==> config.mk <==
export PLATFORM = sky130hd
export DESIGN_NAME = axis_result_fifo
export DESIGN_NICKNAME = d
export VERILOG_FILES = /design/src/rtl/axis_result_fifo.sv
export SDC_FILE = /design/constraint.sdc
export NUM_CORES = 1
export LEC_CHECK = 0
export ABC_AREA = 0
export BUFFER_PORTS_ARGS = -buffer_cell sky130_fd_sc_hd__buf_2
export CAP_MARGIN = 20
export CORE_MARGIN = 3
export CORE_UTILIZATION = 35
export CTS_CLUSTER_SIZE = 24
export DETAILED_ROUTE_END_ITERATION = 8
export PLACE_DENSITY_LB_ADDON = 0.2
export SYNTH_ARGS = -nofsm -noshare
export SYNTH_HDL_FRONTEND = slang
export SYNTH_SLANG_ARGS = --single-unit
==> constraint.sdc <==
create_clock -name wb_clk_i -period 3.9 [get_ports wb_clk_i]
set_clock_uncertainty 0.1 [all_clocks]
set_input_delay 0.39 -clock wb_clk_i [delete_from_list [all_inputs] [get_ports wb_clk_i]]
set_output_delay 0.39 -clock wb_clk_i [all_outputs]
set_load 0.01 [all_outputs]
==> src/rtl/axis_result_fifo.sv <==
// axis_result_fifo: first-word fall-through FIFO that buffers the FIR engine's AXI-Stream
// output (tdata + tlast) so the Wishbone read path can drain at its own pace. It also
// reports occupancy and counts frames as they are drained.
//
// Ports:
//   wb_clk_i, wb_rst_i          clock, asynchronous active-high reset
//   clr_i                       synchronous flush (wins over push/pop)
//   s_tvalid/s_tdata/s_tlast    slave side from the FIR, s_tready back to the FIR
//   m_tvalid/m_tdata/m_tlast    master side head-of-queue, m_tready from the consumer
//   level/empty/full/almost_full occupancy status
//   frame_cnt                   saturating count of frames drained (pops with tlast)
//   frame_done                  one-cycle pulse the cycle after a tlast beat is popped
module axis_result_fifo #(
    parameter int unsigned DATA_WIDTH   = 32,
    parameter int unsigned DEPTH        = 16,
    parameter int unsigned AFULL_THRESH = 12
) (
    input  logic                        wb_clk_i,
    input  logic                        wb_rst_i,
    input  logic                        clr_i,
    input  logic                        s_tvalid,
    input  logic [DATA_WIDTH-1:0]       s_tdata,
    input  logic                        s_tlast,
    output logic                        s_tready,
    output logic                        m_tvalid,
    output logic [DATA_WIDTH-1:0]       m_tdata,
    output logic                        m_tlast,
    input  logic                        m_tready,
    output logic [$clog2(DEPTH):0]      level,
    output logic                        empty,
    output logic                        full,
    output logic                        almost_full,
    output logic [15:0]                 frame_cnt,
    output logic                        frame_done
);

    localparam int unsigned AW = $clog2(DEPTH);
    localparam int unsigned LW = AW + 1;

    // Each entry holds {tlast, tdata}; the array is deliberately not reset.
    logic [DATA_WIDTH:0] mem_q [DEPTH];

    logic [AW-1:0] wr_ptr_q, wr_ptr_d;
    logic [AW-1:0] rd_ptr_q, rd_ptr_d;
    logic [LW-1:0] level_q, level_d;
    logic [15:0]   frame_cnt_q, frame_cnt_d;
    logic          frame_done_q, frame_done_d;

    logic push, pop;

    // Status derives only from the registered level, so s_tready has no path from m_tready.
    always_comb begin
        empty       = (level_q == '0);
        full        = (level_q == LW'(DEPTH));
        almost_full = (level_q >= LW'(AFULL_THRESH));
        s_tready    = !full;
        m_tvalid    = !empty;
        {m_tlast, m_tdata} = mem_q[rd_ptr_q];
        level       = level_q;
        frame_cnt   = frame_cnt_q;
        frame_done  = frame_done_q;
    end

    // A flush swallows any handshake offered in the same cycle.
    assign push = s_tvalid && s_tready && !clr_i;
    assign pop  = m_tvalid && m_tready && !clr_i;

    always_comb begin
        wr_ptr_d     = wr_ptr_q;
        rd_ptr_d     = rd_ptr_q;
        level_d      = level_q;
        frame_cnt_d  = frame_cnt_q;
        frame_done_d = 1'b0;

        if (clr_i) begin
            wr_ptr_d    = '0;
            rd_ptr_d    = '0;
            level_d     = '0;
            frame_cnt_d = '0;
        end else begin
            if (push) begin
                wr_ptr_d = wr_ptr_q + AW'(1);
            end
            if (pop) begin
                rd_ptr_d = rd_ptr_q + AW'(1);
                if (m_tlast) begin
                    frame_done_d = 1'b1;
                    if (frame_cnt_q != 16'hFFFF) begin
                        frame_cnt_d = frame_cnt_q + 16'd1;
                    end
                end
            end
            case ({push, pop})
                2'b10:   level_d = level_q + LW'(1);
                2'b01:   level_d = level_q - LW'(1);
                default: level_d = level_q;
            endcase
        end
    end

    always_ff @(posedge wb_clk_i or posedge wb_rst_i) begin
        if (wb_rst_i) begin
            wr_ptr_q     <= '0;
            rd_ptr_q     <= '0;
            level_q      <= '0;
            frame_cnt_q  <= '0;
            frame_done_q <= 1'b0;
        end else begin
            wr_ptr_q     <= wr_ptr_d;
            rd_ptr_q     <= rd_ptr_d;
            level_q      <= level_d;
            frame_cnt_q  <= frame_cnt_d;
            frame_done_q <= frame_done_d;
        end
    end

    always_ff @(posedge wb_clk_i) begin
        if (push) begin
            mem_q[wr_ptr_q] <= {s_tlast, s_tdata};
        end
    end

endmodule

# Word level (Yosys, flattened, before mapping)
# Memories as Yosys holds them, arrays and structs flattened.
# Cells that the tools add are included.
[word_totals]
reg_bits = 30
ramBits = 528
in_bits = 38
out_inout_bits = 60
elab_cells = 45
memories = 1
[memory_table]
columns = ["name", "depth", "word_bits", "read_ports", "rd_ports_with_merged_regs", "wr", "line", "rtl"]
rows = [
  ["mem_q", 16, 33, 1, 0, 1, "41", "logic [DATA_WIDTH:0] mem_q [DEPTH];"],
]
[classes]
add_sub_neg = 5
n_lt_le_gt_ge = 1
eq_ne = 4
muxes = 15
reduce_logical = 14
[ops]
columns = ["operator", "n"]
rows = [
  ["$mux W16", 4],
  ["$add A16 B1 Y16 const B", 1],
  ["$mux W4", 4],
  ["$ne A16 B16 Y1 const B", 1],
  ["$pmux W5 S2", 1],
  ["$add A4 B1 Y4 const B", 2],
  ["$reduce_bool A2 Y1", 4],
  ["$add A5 B1 Y5 const B", 1],
  ["$eq A5 B5 Y1 const B", 1],
  ["$ge A5 B4 Y1 const B", 1],
  ["$logic_not A5 Y1", 1],
  ["$mux W1", 5],
  ["$mux W5", 1],
  ["$sub A5 B1 Y5 const B", 1],
  ["$logic_and A1 B1 Y1", 4],
  ["$logic_not A1 Y1", 3],
  ["$reduce_and A3 Y1", 1],
  ["$reduce_bool A3 Y1", 1],
  ["$eq A2 B1 Y1 const B", 1],
  ["$eq A2 B2 Y1 const B", 1],
]

# Logic depth before layout (Yosys ltp)
[logic_depth]
ltp_word = 7
mapped_depth = 11
ltp_nobuf = 10

# Least setup slack after synthesis
# No wires, ideal clock.
[synth_timing]
path_type = "register to register"
startpoint = "reg level_q[4], in the netlist level[4]"
endpoint = "mem mem_q[15][0] in the netlist's numbering, enable pin"
setup_time_ps = 423
arrival_ps = 2810
required_time_ps = 3377
setup_slack_ps = 567
path_stages_with_launch = 6
path_cell_list = "dfrtp_1 > clkbuf_1 > a21boi_0 > clkbuf_1 > nand2_1 > nor2_1"
[synth_via]
elab_chain_len = 6
[synth_lines]
columns = ["element", "line", "rtl"]
rows = [
  ["start, declared", "45", "logic [LW-1:0] level_q, level_d;"],
  ["start signal, assigned", "111", "level_q <= level_d;"],
  ["$eq A5 B5 Y1", "54", "full = (level_q == LW'(DEPTH));"],
  ["$logic_not A1 Y1", "56", "s_tready = !full;"],
  ["$logic_and A1 B1 Y1 (2 in a row)", "65", "assign push = s_tvalid && s_tready && !clr_i;"],
  ["$mux W1", "118", "if (push) begin"],
  ["$mux W1 (implied by the code)", "119", "mem_q[wr_ptr_q] <= {s_tlast, s_tdata};"],
  ["end, declared", "41", ""],
]
# No other way between the ends.

# Worst setup path in the final report
[layout_timing]
startpoint = "reg rd_ptr_q[1]"
endpoint = "out m_tdata[21]"
[layout_via]
elab_chain_len = 1
[layout_lines]
columns = ["element", "line", "rtl"]
rows = [
  ["start, declared", "44", "logic [AW-1:0] rd_ptr_q, rd_ptr_d;"],
  ["start signal, assigned", "110", "rd_ptr_q <= rd_ptr_d;"],
  ["$mem_v2 Z16 W33", "--", ""],
  ["end, declared", "26", "output logic [DATA_WIDTH-1:0] m_tdata,"],
]
# No other way between the ends.

==> impl_metrics.py <==
metrics = {
    "timing": {
        "period_share": 0.942,
        "fin_setup_tns_ns": 0,
        "rsz0062_at_grt": "no",
        "fin_crit_ns": 3.67,
        "finalHoldViolations": 0,
        "setup_viol": 0,
        "tightest_slew_ns": 1.06,
        "max_freq_mhz": 272,
        "relSlewSlack": 0.289,
        "finalMaxSlewViolations": 0,
        "setup_ws_ns": 0.225,
    },
    "global_route": {
        "grt_max_degree": 51,
        "grt_util_all_layers": 0.156,
        "first_global_vias": 11726,
        "grt_first_pass_wirelength_um": 77300,
        "antenna_found_initial": 3,
        "grt_overflow": 0,
    },
    "cts": {
        "cts.reportedPaths.clkPinSlew_ns": 0.06,
        "clock_path_buffers": 3,
        "cts_hold_buffers": 2,
        "clk_latency_ns": 0.61,
        "cts_setup_buffers": 0,
        "htreeDepth": 2,
        "cts_tree": "yes",
        "cts.sink_count": 558,
        "cts-root-buf": "clkbuf_16",
        "cts_buffers": 58,
        "post_cts_resized": 0,
    },
    "logic_synthesis": {
        "post_synth_and_or_nand_nor_area_fraction": 0.0293,
        "ys_seq_elements": 558,
        "synth-seq-area-share": 0.758,
        "synth_compound_area_frac": 0.0586,
        "ys.flop_type": "edfxtp_1",
        "synth_most_common_cell": "edfxtp_1",
        "synth.area.top_cells": "edfxtp_1 (72%), mux4_2 (6.8%), mux2i_1 (6.1%), dfrtp_1 (3.4%), a221oi_1 (2.6%)",
        "netlist_instances": 1169,
        "synth.top_cell.area_share": 0.723,
        "synth_area_per_cell_sq_um": 18.7,
        "synth_xor_area_frac": 0.00360,
        "synthMuxAreaShare": 0.130,
        "synth_adder_area_share": 0.00605,
        "synth_edf_count": 528,
        "yosysWarnings": 0,
        "synth_nets": 1217,
        "synth_top_family_by_area": "multiplexers",
        "syn_area_sq_um": 21900,
        "ys_top_cells_by_count": "edfxtp_1 (528), mux2i_1 (134), mux4_2 (66), a221oi_1 (64), nand2_1 (48)",
        "synthDistinctLibCells": 52,
        "synth_top_area_cell": "edfxtp_1",
        "async_reset_ff_frac": 0.0538,
    },
    "power": {
        "finalPower_mw": 15.1,
        "ir_drop_mv": 0.312,
        "p_leak_nw": 8.31,
        "p_per_area_nw_per_um2": 586,
    },
    "detailed_routing": {
        "drc": 0,
        "firstDrtPassIters": 7,
        "dr.first_iter.drc_count": 814,
        "via_count": 11342,
        "wire_per_inst_um": 23.5,
        "drtAntennaViolNets": 0,
        "routed_wl_um": 51500,
        "viasPerCell": 5.19,
    },
    "final_layout": {
        "finalNetCount": 1349,
        "fillers": 5475,
        "drive_gt1_frac": 0.234,
        "layout-area-overhead-vs-synth_pct": 17.2,
        "fin_util": 0.415,
    },
    "floorplanning": {
        "core_sq_um": 61800,
        "die_area_sq_um": 65700,
        "rows": 91,
        "die_h_um": 256,
        "top_level_ports": 98,
        "die_x_um": 256,
        "floorplan.initialDensity": 0.354,
    },
    "placement": {
        "dp_worst_setup_slack_ns": 0.809,
        "gp_congestion": 0.733,
        "place_hpwl_um": 28500,
        "io_buffers": 97,
    },
    "critical_path": {
        "critPathLaunchType": "register",
        "arrival_ns": 3.18,
        "critPathKind": "register to output pin",
        "endpoint_kind": "output pin",
        "required_ns": 3.41,
        "critPathMaxFanout": 26,
    },
    "status": {
        "status": "finished clean",
    },
    "min_path": {
        "min_path_type": "primary input to register",
    },
    "job": {
        "maxCapViolCount": 0,
    },
}
-- path summary, 6_finish.rpt --
kind                       cells after the start                        end                 startpoint  slack, ns
max                                            6                m_tdata[21]    rd_ptr_q[1]$_DFFE_PP0P_       0.23
min                                            1     mem_q[0][23]$_DFFE_PP_                s_tdata[23]       0.04
max reg2reg                                   11       level[4]$_DFFE_PP0P_       level[0]$_DFFE_PP0P_       0.80
min reg2reg                                    2  frame_cnt[15]$_DFFE_PP0P_  frame_cnt[15]$_DFFE_PP0P_       0.49
max in group asynchronous                      4    rd_ptr_q[0]$_DFFE_PP0P_                   wb_rst_i       2.65
min in group asynchronous                      3   frame_cnt[5]$_DFFE_PP0P_                   wb_rst_i       0.34
-- registers in the layout, summed over array words and instances, names as in the netlist --
signal / flops
frame_cnt: 16
frame_done: 1
level: 5
mem_q: 528
rd_ptr_q: 4
wr_ptr_q: 4
-- placed cells by master, fill, tap and decap left out, types with 3 or more instances in the layout --
cell / Yosys / routed
a21oi_1: 15 / 15
a221oi_1: 64 / 64
a22oi_1: 32 / 32
buf_12: 0 / 11
buf_2: 19 / 97
buf_4: 0 / 29
bufinv_16: 0 / 8
clkbuf_1: 40 / 12
clkbuf_16: 0 / 59
clkinv_1: 1 / 10
clkinv_2: 0 / 13
clkinvlp_4: 0 / 3
dfrtp_1: 30 / 26
edfxtp_1: 528 / 528
ha_1: 9 / 9
inv_1: 9 / 9
mux2i_1: 134 / 134
mux4_2: 66 / 66
nand2_1: 48 / 48
nand3_1: 7 / 7
nand4_1: 5 / 5
nor2_1: 36 / 20
nor2_4: 0 / 16
nor2b_1: 5 / 4
nor3_1: 6 / 6
nor4_1: 4 / 4
o211ai_1: 4 / 4
o21ai_0: 42 / 42
o31ai_1: 5 / 5
or3_1: 9 / 9
or4_1: 6 / 6
xnor2_1: 6 / 6
xor2_1: 3 / 3
-- metrics by stage --
step	cell area (sq um)	hold slack [ns]	std cells
final	25700	0.0396	2186
after global placement	23700	0.431	2076
after detailed placement	23700	0.443	2076
after floorplan	21900	0.381	1169
after CTS	25700	0.00332	2184
after global routing	25700	0.0243	2185
-- power breakdown --
part / internal (mW) / switching (mW) / leakage, nW / total, mW
registers: 6.67 / 0.172 / 5.16 / 6.85
logic: 1.26 / 1.41 / 2.21 / 2.67
clock network: 3.29 / 2.25 / 0.933 / 5.55
-- logic make-up after synthesis --
family                     Yosys count
buffers and inverters               77
DFF                                558
muxes                              202
adders and majority gates           10
AOI/OAI and AO/OA                  177
xor gates and xnor gates             9
and+or+nand+nor                    136
-- per-layer routing --
layer,wire length (um),track usage,up-vias
met3,2260,0.0250,73
met2,25000,0.254,235
met5,0,0,-
li1,-,-,5085
met1,23100,0.218,5949
met4,1130,0.0469,0
-- worst max-delay path, stage by stage, from the launching register on --
cell and delay, ns:
dfrtp_4 0.67, buf_4 0.47, buf_4 0.48, mux4_2 0.37, a22oi_1 0.21, nand2_1 0.16, buf_2 0.18
-- final cells by class --
class / instances / area (sq um) / area share
diodes: 2 / 5.00 / 0.000195
multi-input cells: 534 / 5120 / 0.199
clock buffers: 71 / 1520 / 0.0592
inverters: 10 / 37.5 / 0.00146
flip-flops and latches: 558 / 16600 / 0.647
repair buffers: 139 / 943 / 0.0367
well taps: 837 / 1050 / 0.0408
clock inverters: 35 / 394 / 0.0153
Note: power is estimated with default switching activity, not from simulation.
